### config.mk
export PLATFORM = sky130hd
export DESIGN_NAME = fetch_unit_flat
export DESIGN_NICKNAME = d
export VERILOG_FILES = /design/src/rtl/mips_pkg.sv /design/src/rtl/fetch_unit_if.sv /design/src/rtl/fetch_buffer.sv /design/src/rtl/fetch_unit.sv /design/src/flat_wrapper.sv
export SDC_FILE = /design/constraint.sdc
export NUM_CORES = 1
export LEC_CHECK = 0
export ABC_AREA = 1
export BUFFER_PORTS_ARGS = -buffer_cell sky130_fd_sc_hd__buf_2
export CORE_MARGIN = 2
export CORE_UTILIZATION = 54
export CTS_CLUSTER_DIAMETER = 40
export DETAILED_ROUTE_END_ITERATION = 6
export PLACE_DENSITY = 0.8
export SLEW_MARGIN = 20
export SYNTH_ARGS = -nofsm -noshare
export SYNTH_HDL_FRONTEND = slang
export SYNTH_SLANG_ARGS = --single-unit
### constraint.sdc
create_clock -name clk -period 6.9 [get_ports clk]
set_input_delay 0.69 -clock clk [delete_from_list [all_inputs] [get_ports clk]]
set_output_delay 0.69 -clock clk [all_outputs]
set_load 0.02 [all_outputs]
### src/rtl/mips_pkg.sv
// Shared definitions for the instruction-fetch front end: data widths,
// the default reset vector, the fetch FSM state type and a PC helper.
package mips_pkg;

  localparam int INSTR_W = 32;
  localparam int ADDR_W  = 32;

  localparam logic [ADDR_W-1:0] RESET_PC_DEFAULT = 32'h0000_0000;

  // REQ: request outstanding, HOLD: output buffer full,
  // DISCARD: the outstanding request is on the wrong path.
  typedef enum logic [1:0] {
    ST_REQ     = 2'd0,
    ST_HOLD    = 2'd1,
    ST_DISCARD = 2'd2
  } fetch_state_e;

  // Instruction fetches are word aligned; low address bits are forced to zero.
  function automatic logic [ADDR_W-1:0] align_word(input logic [ADDR_W-1:0] addr);
    return addr & ~ADDR_W'(3);
  endfunction

endpackage

### src/rtl/fetch_unit_if.sv
// Bundle of the fetch unit's memory, redirect and instruction-output signals.
// master = fetch unit side, slave = memory/datapath side.
interface fetch_unit_if;
  import mips_pkg::*;

  // instruction memory
  logic                imem_req;
  logic [ADDR_W-1:0]   imem_addr;
  logic                imem_ack;
  logic [INSTR_W-1:0]  imem_rdata;

  // redirect from the datapath
  logic                redirect_valid;
  logic [ADDR_W-1:0]   redirect_pc;

  // fetched instruction towards the datapath
  logic                out_valid;
  logic                out_ready;
  logic [INSTR_W-1:0]  out_instr;
  logic [ADDR_W-1:0]   out_pc;
  logic [ADDR_W-1:0]   out_pc4;

  modport master (
    output imem_req, imem_addr,
    input  imem_ack, imem_rdata,
    input  redirect_valid, redirect_pc,
    output out_valid, out_instr, out_pc, out_pc4,
    input  out_ready
  );

  modport slave (
    input  imem_req, imem_addr,
    output imem_ack, imem_rdata,
    output redirect_valid, redirect_pc,
    input  out_valid, out_instr, out_pc, out_pc4,
    output out_ready
  );

endinterface

### src/rtl/fetch_buffer.sv
// One-entry output buffer: captures an instruction with its pc/pc4 on load,
// drops the valid flag on clear, otherwise holds. Data fields change only on load.
module fetch_buffer
  import mips_pkg::*;
(
  input  logic               clk,
  input  logic               rst,
  input  logic               load,
  input  logic               clear,
  input  logic [INSTR_W-1:0] in_instr,
  input  logic [ADDR_W-1:0]  in_pc,
  input  logic [ADDR_W-1:0]  in_pc4,
  output logic               valid,
  output logic [INSTR_W-1:0] instr,
  output logic [ADDR_W-1:0]  pc,
  output logic [ADDR_W-1:0]  pc4
);

  // Valid flag: set on load, dropped on clear (load wins; they never coincide).
  // NOTE: sequential state uses non-blocking (<=) so every flop samples pre-edge values.
  always_ff @(posedge clk or posedge rst) begin
    if (rst)        valid <= 1'b0;
    else if (load)  valid <= 1'b1;
    else if (clear) valid <= 1'b0;
  end

  // Payload: captured only on load so it stays stable under backpressure.
  // NOTE: the payload is reset too, because the outputs must read zero during reset.
  always_ff @(posedge clk or posedge rst) begin
    if (rst) begin
      instr <= '0;
      pc    <= '0;
      pc4   <= '0;
    end else if (load) begin
      instr <= in_instr;
      pc    <= in_pc;
      pc4   <= in_pc4;
    end
  end

endmodule

### src/rtl/fetch_unit.sv
// Sequential instruction fetch with one outstanding memory request, a
// one-entry output buffer and branch/jump redirect handling.
module fetch_unit
  import mips_pkg::*;
#(
  parameter logic [ADDR_W-1:0] RESET_PC = RESET_PC_DEFAULT,
  parameter int unsigned       PC_STEP  = 4
) (
  input  logic         clk,
  input  logic         rst,
  fetch_unit_if.master bus
);

  localparam logic [ADDR_W-1:0] STEP = ADDR_W'(PC_STEP);

  fetch_state_e      state, state_next;
  logic [ADDR_W-1:0] pc;          // next address to fetch after the current request
  logic [ADDR_W-1:0] req_addr;    // address of the outstanding request
  logic              first_cycle; // masks a stale ack from a request abandoned by reset

  logic              ack;
  logic              redirect;
  logic [ADDR_W-1:0] redirect_addr;
  logic [ADDR_W-1:0] next_addr;
  logic              req_on;
  logic              buf_load;
  logic              buf_clear;

  assign ack           = bus.imem_ack & ~first_cycle;
  assign redirect      = bus.redirect_valid;
  assign redirect_addr = align_word(bus.redirect_pc);
  assign next_addr     = req_addr + STEP;  // wraps modulo 2^32

  // State register.
  always_ff @(posedge clk or posedge rst) begin
    if (rst) state <= ST_REQ;
    else     state <= state_next;
  end

  // Next-state logic; a redirect always wins over a consumer handshake.
  // NOTE: default assignment first so no path leaves state_next unassigned (no latch).
  always_comb begin
    state_next = state;
    case (state)
      ST_REQ: begin
        if (redirect && !ack)      state_next = ST_DISCARD;
        else if (!redirect && ack) state_next = ST_HOLD;
      end
      ST_DISCARD: begin
        if (ack) state_next = ST_REQ;
      end
      ST_HOLD: begin
        if (redirect || bus.out_ready) state_next = ST_REQ;
      end
      default: state_next = ST_REQ;
    endcase
  end

  // FSM outputs: memory request and buffer control.
  always_comb begin
    req_on    = (state != ST_HOLD) && !rst;
    buf_load  = (state == ST_REQ) && ack && !redirect;
    buf_clear = (state == ST_HOLD) && (redirect || bus.out_ready);
  end

  // PC and request-address registers; first_cycle drops after one clock.
  always_ff @(posedge clk or posedge rst) begin
    if (rst) begin
      pc          <= RESET_PC;
      req_addr    <= RESET_PC;
      first_cycle <= 1'b1;
    end else begin
      first_cycle <= 1'b0;
      case (state)
        ST_REQ: begin
          if (redirect) begin
            pc <= redirect_addr;
            if (ack) req_addr <= redirect_addr;   // returned word is wrong-path
          end else if (ack) begin
            pc <= next_addr;
          end
        end
        ST_DISCARD: begin
          if (redirect) pc <= redirect_addr;      // latest redirect wins
          if (ack)      req_addr <= redirect ? redirect_addr : pc;
        end
        ST_HOLD: begin
          if (redirect) begin
            pc       <= redirect_addr;
            req_addr <= redirect_addr;
          end else if (bus.out_ready) begin
            req_addr <= pc;
          end
        end
        default: ;
      endcase
    end
  end

  assign bus.imem_req  = req_on;
  assign bus.imem_addr = req_addr;

  fetch_buffer u_buffer (
    .clk      (clk),
    .rst      (rst),
    .load     (buf_load),
    .clear    (buf_clear),
    .in_instr (bus.imem_rdata),
    .in_pc    (req_addr),
    .in_pc4   (next_addr),
    .valid    (bus.out_valid),
    .instr    (bus.out_instr),
    .pc       (bus.out_pc),
    .pc4      (bus.out_pc4)
  );

endmodule
### src/flat_wrapper.sv
// flat-port wrapper written by rule: the top's interface ports become plain ports
module fetch_unit_flat import mips_pkg::*;
#(
  parameter logic [ADDR_W-1:0] RESET_PC = RESET_PC_DEFAULT,
  parameter int unsigned       PC_STEP  = 4
)
  (clk, rst, bus_imem_req, bus_imem_addr, bus_imem_ack, bus_imem_rdata, bus_redirect_valid, bus_redirect_pc, bus_out_valid, bus_out_instr, bus_out_pc, bus_out_pc4, bus_out_ready);
  fetch_unit_if bus_i ();
  input  logic clk;
  input  logic rst;
  output wire logic [$bits(bus_i.imem_req)-1:0] bus_imem_req;
  output wire logic [$bits(bus_i.imem_addr)-1:0] bus_imem_addr;
  input wire logic [$bits(bus_i.imem_ack)-1:0] bus_imem_ack;
  input wire logic [$bits(bus_i.imem_rdata)-1:0] bus_imem_rdata;
  input wire logic [$bits(bus_i.redirect_valid)-1:0] bus_redirect_valid;
  input wire logic [$bits(bus_i.redirect_pc)-1:0] bus_redirect_pc;
  output wire logic [$bits(bus_i.out_valid)-1:0] bus_out_valid;
  output wire logic [$bits(bus_i.out_instr)-1:0] bus_out_instr;
  output wire logic [$bits(bus_i.out_pc)-1:0] bus_out_pc;
  output wire logic [$bits(bus_i.out_pc4)-1:0] bus_out_pc4;
  input wire logic [$bits(bus_i.out_ready)-1:0] bus_out_ready;
  assign bus_imem_req = bus_i.imem_req;
  assign bus_imem_addr = bus_i.imem_addr;
  assign bus_i.imem_ack = bus_imem_ack;
  assign bus_i.imem_rdata = bus_imem_rdata;
  assign bus_i.redirect_valid = bus_redirect_valid;
  assign bus_i.redirect_pc = bus_redirect_pc;
  assign bus_out_valid = bus_i.out_valid;
  assign bus_out_instr = bus_i.out_instr;
  assign bus_out_pc = bus_i.out_pc;
  assign bus_out_pc4 = bus_i.out_pc4;
  assign bus_i.out_ready = bus_out_ready;
  fetch_unit #(.RESET_PC(RESET_PC), .PC_STEP(PC_STEP)) u_core (.clk(clk), .rst(rst), .bus(bus_i));
endmodule
# After elaboration in Yosys (flattened, before gate mapping)
# Cells that the tools add are included.
dict set report op_classes {
  n_addsub 1
  n_eq_ne 10
  muxes 17
  bitwise_logic 2
  n_reduce_logical 18
}
# cell n
set op_table {}
lappend op_table {{two-way mux 32 bit} 8}
lappend op_table {{one-hot mux 32 bit (3 select lines)} 1}
lappend op_table {{one-hot mux 32 bit (2 select lines)} 1}
lappend op_table {{adder 32 x 3 -> 32 bit, second input constant} 1}
lappend op_table {{two-way mux 2 bit} 4}
lappend op_table {{inequality test 2 x 1 -> 1 bit, second input constant} 4}
lappend op_table {{logical AND 1 bit} 6}
lappend op_table {{one-hot mux 2 bit (3 select lines)} 1}
lappend op_table {{AND reduction 5 bit} 1}
lappend op_table {{nonzero test 2 bit} 2}
lappend op_table {{zero test 1 bit} 3}
lappend op_table {{inequality test 3 x 1 -> 1 bit, second input constant} 1}
lappend op_table {{inequality test 3 x 2 -> 1 bit, second input constant} 1}
lappend op_table {{inequality test 3 bit, second input constant} 1}
lappend op_table {{AND reduction 3 bit} 1}
lappend op_table {{nonzero test 3 bit} 1}
lappend op_table {{== test 2 x 1 -> 1 bit, second input constant} 1}
lappend op_table {{== test 2 bit, second input constant} 1}
lappend op_table {{zero test 2 bit} 1}
lappend op_table {{two-way mux 1 bit} 2}
lappend op_table {{inequality test 2 bit, second input constant} 1}
lappend op_table {{AND reduction 2 bit} 1}
lappend op_table {{OR reduction 2 bit} 1}
lappend op_table {{bitwise AND 1 bit} 1}
lappend op_table {{2 further kinds} 2}
dict set report totals {
  reg_bits 164
  input_bits 69
  elab_cells 56
}

# Longest topological paths before layout
# Gate-level depths: netlist (run 1).
dict set report logic_depth {
  depth_word 6
  depth_mapped 11
  depth_no_buf 10
}

# By module
# Synthesis (run 1) repeated with hierarchy kept, for this count alone.
dict set report unflattened {
  cells_unflattened 986
  area_unflattened_um2 7966.4
}
# module n_inst cells_per_inst area_each_um2 seq_area_each_um2
set by_module_without_submodules {}
lappend by_module_without_submodules {fetch_unit 1 575 4292.9 1677.9}
lappend by_module_without_submodules {fetch_buffer 1 411 3673.5 2427.3}

# Least setup slack after synthesis (run 1)
# Ideal clock, no wire load.
dict set report synth_path {
  path_type {in2reg}
  start {input bus_redirect_valid}
  end {register u_core.req_addr[26] (netlist: u_core.bus.imem_addr[26])}
  setup_time_ns 0.119
  t_arrival_ns 1.659
  setup_slack_ns 5.123
  cell_stages 8
  n_path_buf 3
  cell_sequence {buf_2 nor2_4 a211oi_4 nand2_4 inv_2 buf_6 buf_6 o21ai_2}
}
dict set report synth_between {
  elab_chain_cells 3
  word_cells_on_any_way 7
}
# element line_no
set synth_rtl {}
lappend synth_rtl {{from (decl)} flat_wrapper.sv:15} ;# input wire logic [$bits(bus_i.redirect_valid)-1:0] bus_redirect_valid;
lappend synth_rtl {{two-way mux 32 bit} -}
lappend synth_rtl {{two-way mux 32 bit} fetch_unit.sv:85} ;# if (ack) req_addr <= redirect ? redirect_addr : pc;
lappend synth_rtl {{one-hot mux 32 bit (3 select lines)} fetch_unit.sv:74} ;# case (state)
lappend synth_rtl {{to (signal assigned)} fetch_unit.sv:78} ;# if (ack) req_addr <= redirect_addr;
lappend synth_rtl {{to (signal assigned)} fetch_unit.sv:85}
lappend synth_rtl {{to (signal assigned)} fetch_unit.sv:90} ;# req_addr <= redirect_addr;
lappend synth_rtl {{to (decl)} fetch_unit.sv:18} ;# logic [ADDR_W-1:0] req_addr;
# Several ways; a longest one is shown, not always the timed one. The select of a mux whose other input is x is not followed.
# A chain may end at the register's enable or synchronous reset.

# Final worst setup path (run 1)
dict set report layout_path {
  start {register u_core.state[0]}
  end {register u_core.u_buffer.pc[2]}
}
dict set report layout_between {
  elab_chain_cells 3
}
# element line_no
set layout_rtl {}
lappend layout_rtl {{from (decl)} fetch_unit.sv:16} ;# fetch_state_e state, state_next;
lappend layout_rtl {{from (signal assigned)} fetch_unit.sv:37} ;# else state <= state_next;
lappend layout_rtl {{zero test 2 bit} fetch_unit.sv:62} ;# buf_load = (state == ST_REQ) && ack && !redirect;
lappend layout_rtl {{logical AND 1 bit (2 in a row)} fetch_unit.sv:62}
lappend layout_rtl {{to (signal assigned)} fetch_buffer.sv:36} ;# pc <= in_pc;
lappend layout_rtl {{to (decl)} fetch_buffer.sv:15} ;# output logic [ADDR_W-1:0] pc,
# Every way passes these cells.

==> results of run 1 <==
==> registers in the layout (all words and copies together), names as in the netlist <==
| register | count |
|---|---|
| u_core.bus.imem_addr | 32 |
| u_core.pc | 32 |
| u_core.u_buffer.instr | 32 |
| u_core.u_buffer.pc | 32 |
| u_core.u_buffer.pc4 | 30 |
| u_core.state | 2 |
| u_core.first_cycle | 1 |
| u_core.u_buffer.valid | 1 |
==> critical path: cells and delay by family, from the launching register on <==
kind	cells	cell delay, ns
adders and majority gates	1	0.14
AOI/OAI and AO/OA	1	0.08
buffers and inverters	6	2.47
and+or+nand+nor	3	0.34
DFF	1	0.42
==> kinds of logic after synthesis <==
group	count (synthesis)	synth area share (%)
flip-flops	162	51.2
AO/OA/AOI/OAI	141	11.3
buffers and inverters	113	6.57
XOR/XNOR	10	1.29
other	1	0.0473
adder cells (fa/ha/maj)	5	0.789
AND/OR/NAND/NOR	549	28.8
==> stage by stage <==
stage,instances,total power [mW]
3_3_place_gp,1315,3.77
5_1_grt,1347,5.19
6_report,1347,4.90
4_1_cts,1347,4.89
3_5_place_dp,1315,3.83
2_1_floorplan,981,3.13
==> power groups by stage <==
| stage | Clock [mW] | Combinational, mW | Sequential [mW] |
|---|---|---|---|
| 2_1_floorplan | 0 | 0.999 | 2.13 |
| 3_3_place_gp | 0 | 2.05 | 1.72 |
| 3_5_place_dp | 0 | 2.09 | 1.75 |
| 4_1_cts | 1.06 | 2.10 | 1.73 |
| 5_1_grt | 1.09 | 2.30 | 1.80 |
| 6_report | 1.05 | 2.11 | 1.74 |
==> layout by cell type, fill, tap and decap left out, types with 6 or more instances in the layout <==
cell type / count
inv_1: 55
nor2_1: 71
dfrtp_1: 161
clkbuf_16: 17
nand4_1: 8
a21oi_1: 23
nor2_4: 9
a31oi_1: 9
o21ai_2: 18
nor2_2: 6
nand3_1: 32
xor2_1: 8
o21ai_0: 58
nand2_1: 405
nand2_2: 11
a221oi_1: 11
buf_2: 196
==> area by class of cell <==
cell class / instances / share of cell area [%]
Multi-Input combinational cell: 706 / 35.1
Inverter: 62 / 2.50
Clock buffer: 17 / 4.45
Timing Repair Buffer: 201 / 10.7
Clock inverter: 15 / 2.41
Tap cell: 184 / 2.41
Sequential cell: 162 / 42.5
==> path summary, 6_finish.rpt <==
| path | startpoint | endpoint | slack, ns | depth (start not counted) |
|---|---|---|---|---|
| worst max register to register | u_core.state[0] | u_core.u_buffer.pc[2] | 3.23 | 11 |
| worst max-delay path | u_core.state[0] | u_core.u_buffer.pc[2] | 3.23 | 11 |
| worst min-delay path | rst | u_core.state[1] | 0.42 | 2 |
| max in group asynchronous | rst | u_core.u_buffer.pc4[9] | 5.02 | 3 |
| worst min register to register | u_core.u_buffer.instr[4] | u_core.u_buffer.instr[4] | 0.47 | 2 |
| min in group clk | bus_imem_rdata[0] | u_core.u_buffer.instr[0] | 0.46 | 3 |
==> cell usage after synthesis, types with 3 or more instances <==
| cell type | number |
|---|---|
| nand2_1 | 405 |
| dfrtp_1 | 161 |
| nor2_1 | 71 |
| o21ai_0 | 58 |
| inv_1 | 56 |
| nand3_1 | 32 |
| a21oi_1 | 23 |
| buf_2 | 20 |
| o21ai_2 | 18 |
| clkbuf_1 | 14 |
| a221oi_1 | 11 |
| nand2_2 | 11 |
| a31oi_1 | 9 |
| nor2_4 | 9 |
| buf_4 | 8 |
| nand4_1 | 8 |
| xor2_1 | 8 |
| inv_2 | 6 |
| nor2_2 | 6 |
| ha_1 | 5 |
| o21ai_1 | 5 |
| buf_1 | 4 |
| buf_6 | 4 |
| a211oi_1 | 3 |
==> metal layers <==
layer / vias up / wire length, um
met5: - / 0
met4: 0 / 685
met3: 54 / 1890
met2: 390 / 9710
met1: 3379 / 9950
li1: 3458 / -
==> flow_summary.toml, run 1 <==
[outcome]
status = "complete, no violations"

[placement]
numPortBuffers = 196
dpl.hpwl_um = 15700
post_dp_cell_area_sq_mm = 0.00889
finalWeightedCongestion = 0.935
place_ws_ns = 3.12

[job]
drv_cap = 0

[cts]
cts_buffers = 17
postCtsSetupRepairBufs = 0
cts_tree = "done"
h-tree-depth = 4
cts_hold_buf = 0
clock_path_buffers = 2
ctsResizeCount = 0
path_clk_slew_ns = 0.07
clockRootBuffer = "clkbuf_16"
clock_latency_ns = 0.43
cts_sinks = 162

[global_routing]
use_met2_pct = 42.0
grt_max_degree = 85
grt_pass1_vias = 6746
grtUsageTotal_pct = 29.0
grt_pass1_wl_um = 35700
gr-usage-met1_pct = 43.6
gr-max-usage-layer = "met1"
overflow = 0
antenna_found_initial = 0
use_met3_pct = 5.22

[pwr]
pwr-share-comb_pct = 43.0
p_seq_share_pct = 35.6
vdd_drop_max_mv = 0.230
p_sw_mw = 2.20
p_leak_nw = 5.04
powerDensity_mw_per_mm2 = 513
clkPwrFrac_pct = 21.4
power.internal_mw = 2.69
p_sw_share_pct = 45.0

[detailed_routing]
via_per_inst = 5.41
wl_um = 22200
drc = 0
vias = 7281
drt_iter0_markers = 732
firstDrtPassIters = 6
wl_per_cell_um = 16.5
ant_nets = 0

[die]
core_sq_mm = 0.0144
num_rows = 44
io_pins = 199
dieArea_sq_mm = 0.0157
die_w_um = 125
die_h_um = 125
start_util_pct = 55.0

[synth]
yosys.area.top_type = "dfrtp_1"
syn_area_sq_mm = 0.00793
synthTopCellsByArea = "dfrtp_1 (51%), nand2_1 (19%), o21ai_0 (3.7%)"
netlist_instances = 981
synth_warnings = 0
ys_types = 43
async_flop_share_pct = 100
synth_edf_count = 0
ys_seq_elements = 162
yosysTopAreaCellShare_pct = 50.8
avgSynthCellArea_sq_um = 8.08
ys.flop_type = "dfrtp_1"
syn_nets = 1055
ys_seq_area_share_pct = 51.2

[timing]
finalHoldViolCount = 0
whs_ns = 0.419
finalCriticalPeriod_ns = 3.67
max_freq_mhz = 273
slew_violations = 0
final-setup-viol-count = 0
worst_slack_ns = 3.23
tightest_slew_ns = 1.09
rsz0062_at_grt = "false"
finalSetupTns_ns = 0
maxSlewHeadroom_pct = 27.4
skew_ns = 0.00747
finalCritPeriodShare_pct = 53.2

[hold_path]
hold_path_class = "in2async"

[cells_and_area]
area_growth_pct = 20.5
antenna_cells = 0
fillCellCount = 1241
ff_latch_area_sq_mm = 0.00406
final_nets = 1224
drive_above_1_share_pct = 25.4
final_util_pct = 66.2
design_area_sq_mm = 0.00955
multi_input_area_sq_mm = 0.00335

[worst_setup_path]
crit_type = "reg2reg"
critPathCaptureType = "flop"
path_cells = "inv_1 -> ha_1 -> inv_1 -> nor2_1 -> inv_2 -> nor2_4 -> buf_4 -> clkinv_2 -> buf_4 -> nand2_1 -> o21ai_0"
arrival_ns = 3.97
required_ns = 7.20
worstSetupStartpointType = "flop"
slowest_delay_ns = 1.01
path_max_fanout = 78
crit_slowest_cell = "clkinv_2"
No activity file was read; power rests on OpenSTA's default activity.
==> run 2: changes to the inputs <==
--- a/config.mk
+++ b/config.mk
@@ -5,13 +5,13 @@
 export SDC_FILE = /design/constraint.sdc
 export NUM_CORES = 1
 export LEC_CHECK = 0
-export ABC_AREA = 1
+export ABC_AREA = 0
 export BUFFER_PORTS_ARGS = -buffer_cell sky130_fd_sc_hd__buf_2
 export CORE_MARGIN = 2
-export CORE_UTILIZATION = 54
+export CORE_UTILIZATION = 47
 export CTS_CLUSTER_DIAMETER = 40
 export DETAILED_ROUTE_END_ITERATION = 6
-export PLACE_DENSITY = 0.8
+export PLACE_DENSITY = 0.75
 export SLEW_MARGIN = 20
 export SYNTH_ARGS = -nofsm -noshare
 export SYNTH_HDL_FRONTEND = slang
==> constraint.sdc (replaced) <==
create_clock -name clk -period 3.15 [get_ports clk]
set_input_delay 0.315 -clock clk [delete_from_list [all_inputs] [get_ports clk]]
set_output_delay 0.315 -clock clk [all_outputs]
set_load 0.02 [all_outputs]
==> run 2 against run 1 <==
  * Clock power grew 120%
  * Hold slack got worse by 0.37 ns
  * Die area increased by 4.5%
  * Critical path depth fell by 4
  * Register-to-register slack lost 2.5 ns
  * Wire length fell by 13%
  * Global-route usage is 4.6 points lower
  * Maximum frequency up 50%
==> flow_summary.toml, run 2 <==
[pwr]
p_leak_nw = 4.48
vdd_drop_max_mv = 0.469
powerDensity_mw_per_mm2 = 1180
total_power_mw = 10.7

[cts]
cts_sinks = 162
clock_path_buffers = 2
clock_latency_ns = 0.43
clockRootBuffer = "clkbuf_16"
cts_hold_buf = 0
ctsResizeCount = 0
cts_buffers = 17
h-tree-depth = 4
postCtsSetupRepairBufs = 0
path_clk_slew_ns = 0.06
cts_tree = "done"

[timing]
max_freq_mhz = 410
whs_ns = 0.0437
skew_ns = 0.0103
maxSlewHeadroom_pct = 37.9
slew_violations = 0
rsz0062_at_grt = "false"
finalCriticalPeriod_ns = 2.44
final-setup-viol-count = 0
finalSetupTns_ns = 0
finalHoldViolCount = 0
worst_slack_ns = 0.710
finalCritPeriodShare_pct = 77.5
tightest_slew_ns = 0.929

[worst_setup_path]
required_ns = 3.42
worstSetupStartpointType = "flop"
critPathCaptureType = "flop"
crit_type = "reg2reg"
rrSetupSlack_ns = 0.71
path_max_fanout = 12
arrival_ns = 2.71

[detailed_routing]
wl_um = 19300
wl_per_cell_um = 16.6
drt_iter0_markers = 555
firstDrtPassIters = 5
via_per_inst = 5.35
vias = 6247
ant_nets = 0
drc = 0

[global_routing]
use_met3_pct = 6.34
grt_pass1_vias = 6001
gr-usage-met1_pct = 32.1
use_met2_pct = 39.5
overflow = 0
gr-max-usage-layer = "met2"
grt_pass1_wl_um = 31000
grtUsageTotal_pct = 24.4
grt_max_degree = 78
antenna_found_initial = 0

[cells_and_area]
antenna_cells = 0
final_nets = 1040
ff_latch_area_sq_mm = 0.00406
multi_input_area_sq_mm = 0.00290
drive_above_1_share_pct = 27.4
layout_commonest_cell = "nand2_1"
fillCellCount = 1305
area_growth_pct = 25.2
mostFrequentLayoutCells = "nand2_1 (292), buf_2 (196), dfrtp_1 (161)"

[hold_path]
hold_path_class = "in2async"

[synth]
netlist_instances = 786
ys.flop_type = "dfrtp_1"
avgSynthCellArea_sq_um = 9.18
syn_nets = 860
async_flop_share_pct = 100
synth_warnings = 0
post-synth-top-count-cell = "nand2_1"
ys_seq_area_share_pct = 56.2
syn_area_sq_mm = 0.00722
synth_edf_count = 0
yosys.area.top_type = "dfrtp_1"
ys_seq_elements = 162
ys_types = 52
yosysTopAreaCellShare_pct = 55.8
yosys-top-cells-count = "nand2_1 (292), dfrtp_1 (161), o21ai_0 (46)"
synthTopCellsByArea = "dfrtp_1 (56%), nand2_1 (15%), o21ai_0 (3.2%)"

[placement]
finalWeightedCongestion = 0.799
dpl.hpwl_um = 13300
place_ws_ns = 0.780
numPortBuffers = 196

[die]
core_sq_mm = 0.0151
io_pins = 199
dieArea_sq_mm = 0.0164
num_rows = 45
die_h_um = 128
die_w_um = 128
start_util_pct = 47.8

[outcome]
status = "complete, no violations"

[job]
drv_cap = 0
[run 2: kinds of logic after synthesis]
| family | share of synthesized area, % |
|---|---|
| flip-flops | 56.2 |
| AO/OA/AOI/OAI | 12.6 |
| other | 0.0520 |
| buffers and inverters | 4.04 |
| AND/OR/NAND/NOR | 22.9 |
| adder cells (fa/ha/maj) | 0.867 |
| XOR/XNOR | 3.40 |
[run 2: path summary, 6_finish.rpt]
path,start,endpoint,cells past startpoint
max,u_core.state[0],u_core.pc[18],7
min,rst,u_core.u_buffer.pc[9],2
max reg2reg,u_core.state[0],u_core.pc[18],7
min reg2reg,u_core.u_buffer.instr[31],u_core.u_buffer.instr[31],2
max in group asynchronous,rst,u_core.first_cycle,3
min in group clk,bus_imem_rdata[31],u_core.u_buffer.instr[31],3
[run 2: report_power, final]
part / internal, mW / switching [mW]
clock: 1.43 / 0.846
combinational: 1.54 / 2.99
sequential: 3.06 / 0.808
total: 6.03 / 4.65
[run 2: layer usage]
| layer | part of all wire (%) | vias up |
|---|---|---|
| li1 | - | 2993 |
| met1 | 43 | 2978 |
| met4 | 2.2 | 0 |
| met3 | 6.8 | 36 |
| met5 | 0 | - |
| met2 | 49 | 240 |
[run 2: layout make-up]
type	instances	share of cell area (%)
sequential	162	44.9
multi-input combinational	564	32.1
timing repair buffer	210	12.7
clock buffer	19	4.90
tap	188	2.60
clock inverter	13	2.29
inverter	11	0.499
[run 2: through the flow]
step,cell area (sq um),cells,util (%)
after floorplan,7220,786,-
after global placement,8390,1135,55.6
after detailed placement,8390,1135,55.6
after CTS,9030,1167,59.9
after global routing,9030,1167,59.9
final,9030,1167,59.9
[run 2: worst max-delay path, cell delays in order (launching register included)]
cell and delay, ns:
dfrtp_1 0.42, inv_1 0.09, ha_1 0.39, a31oi_2 0.39
nand2_1 0.37, buf_4 0.32, a22oi_1 0.16, o21ai_0 0.14
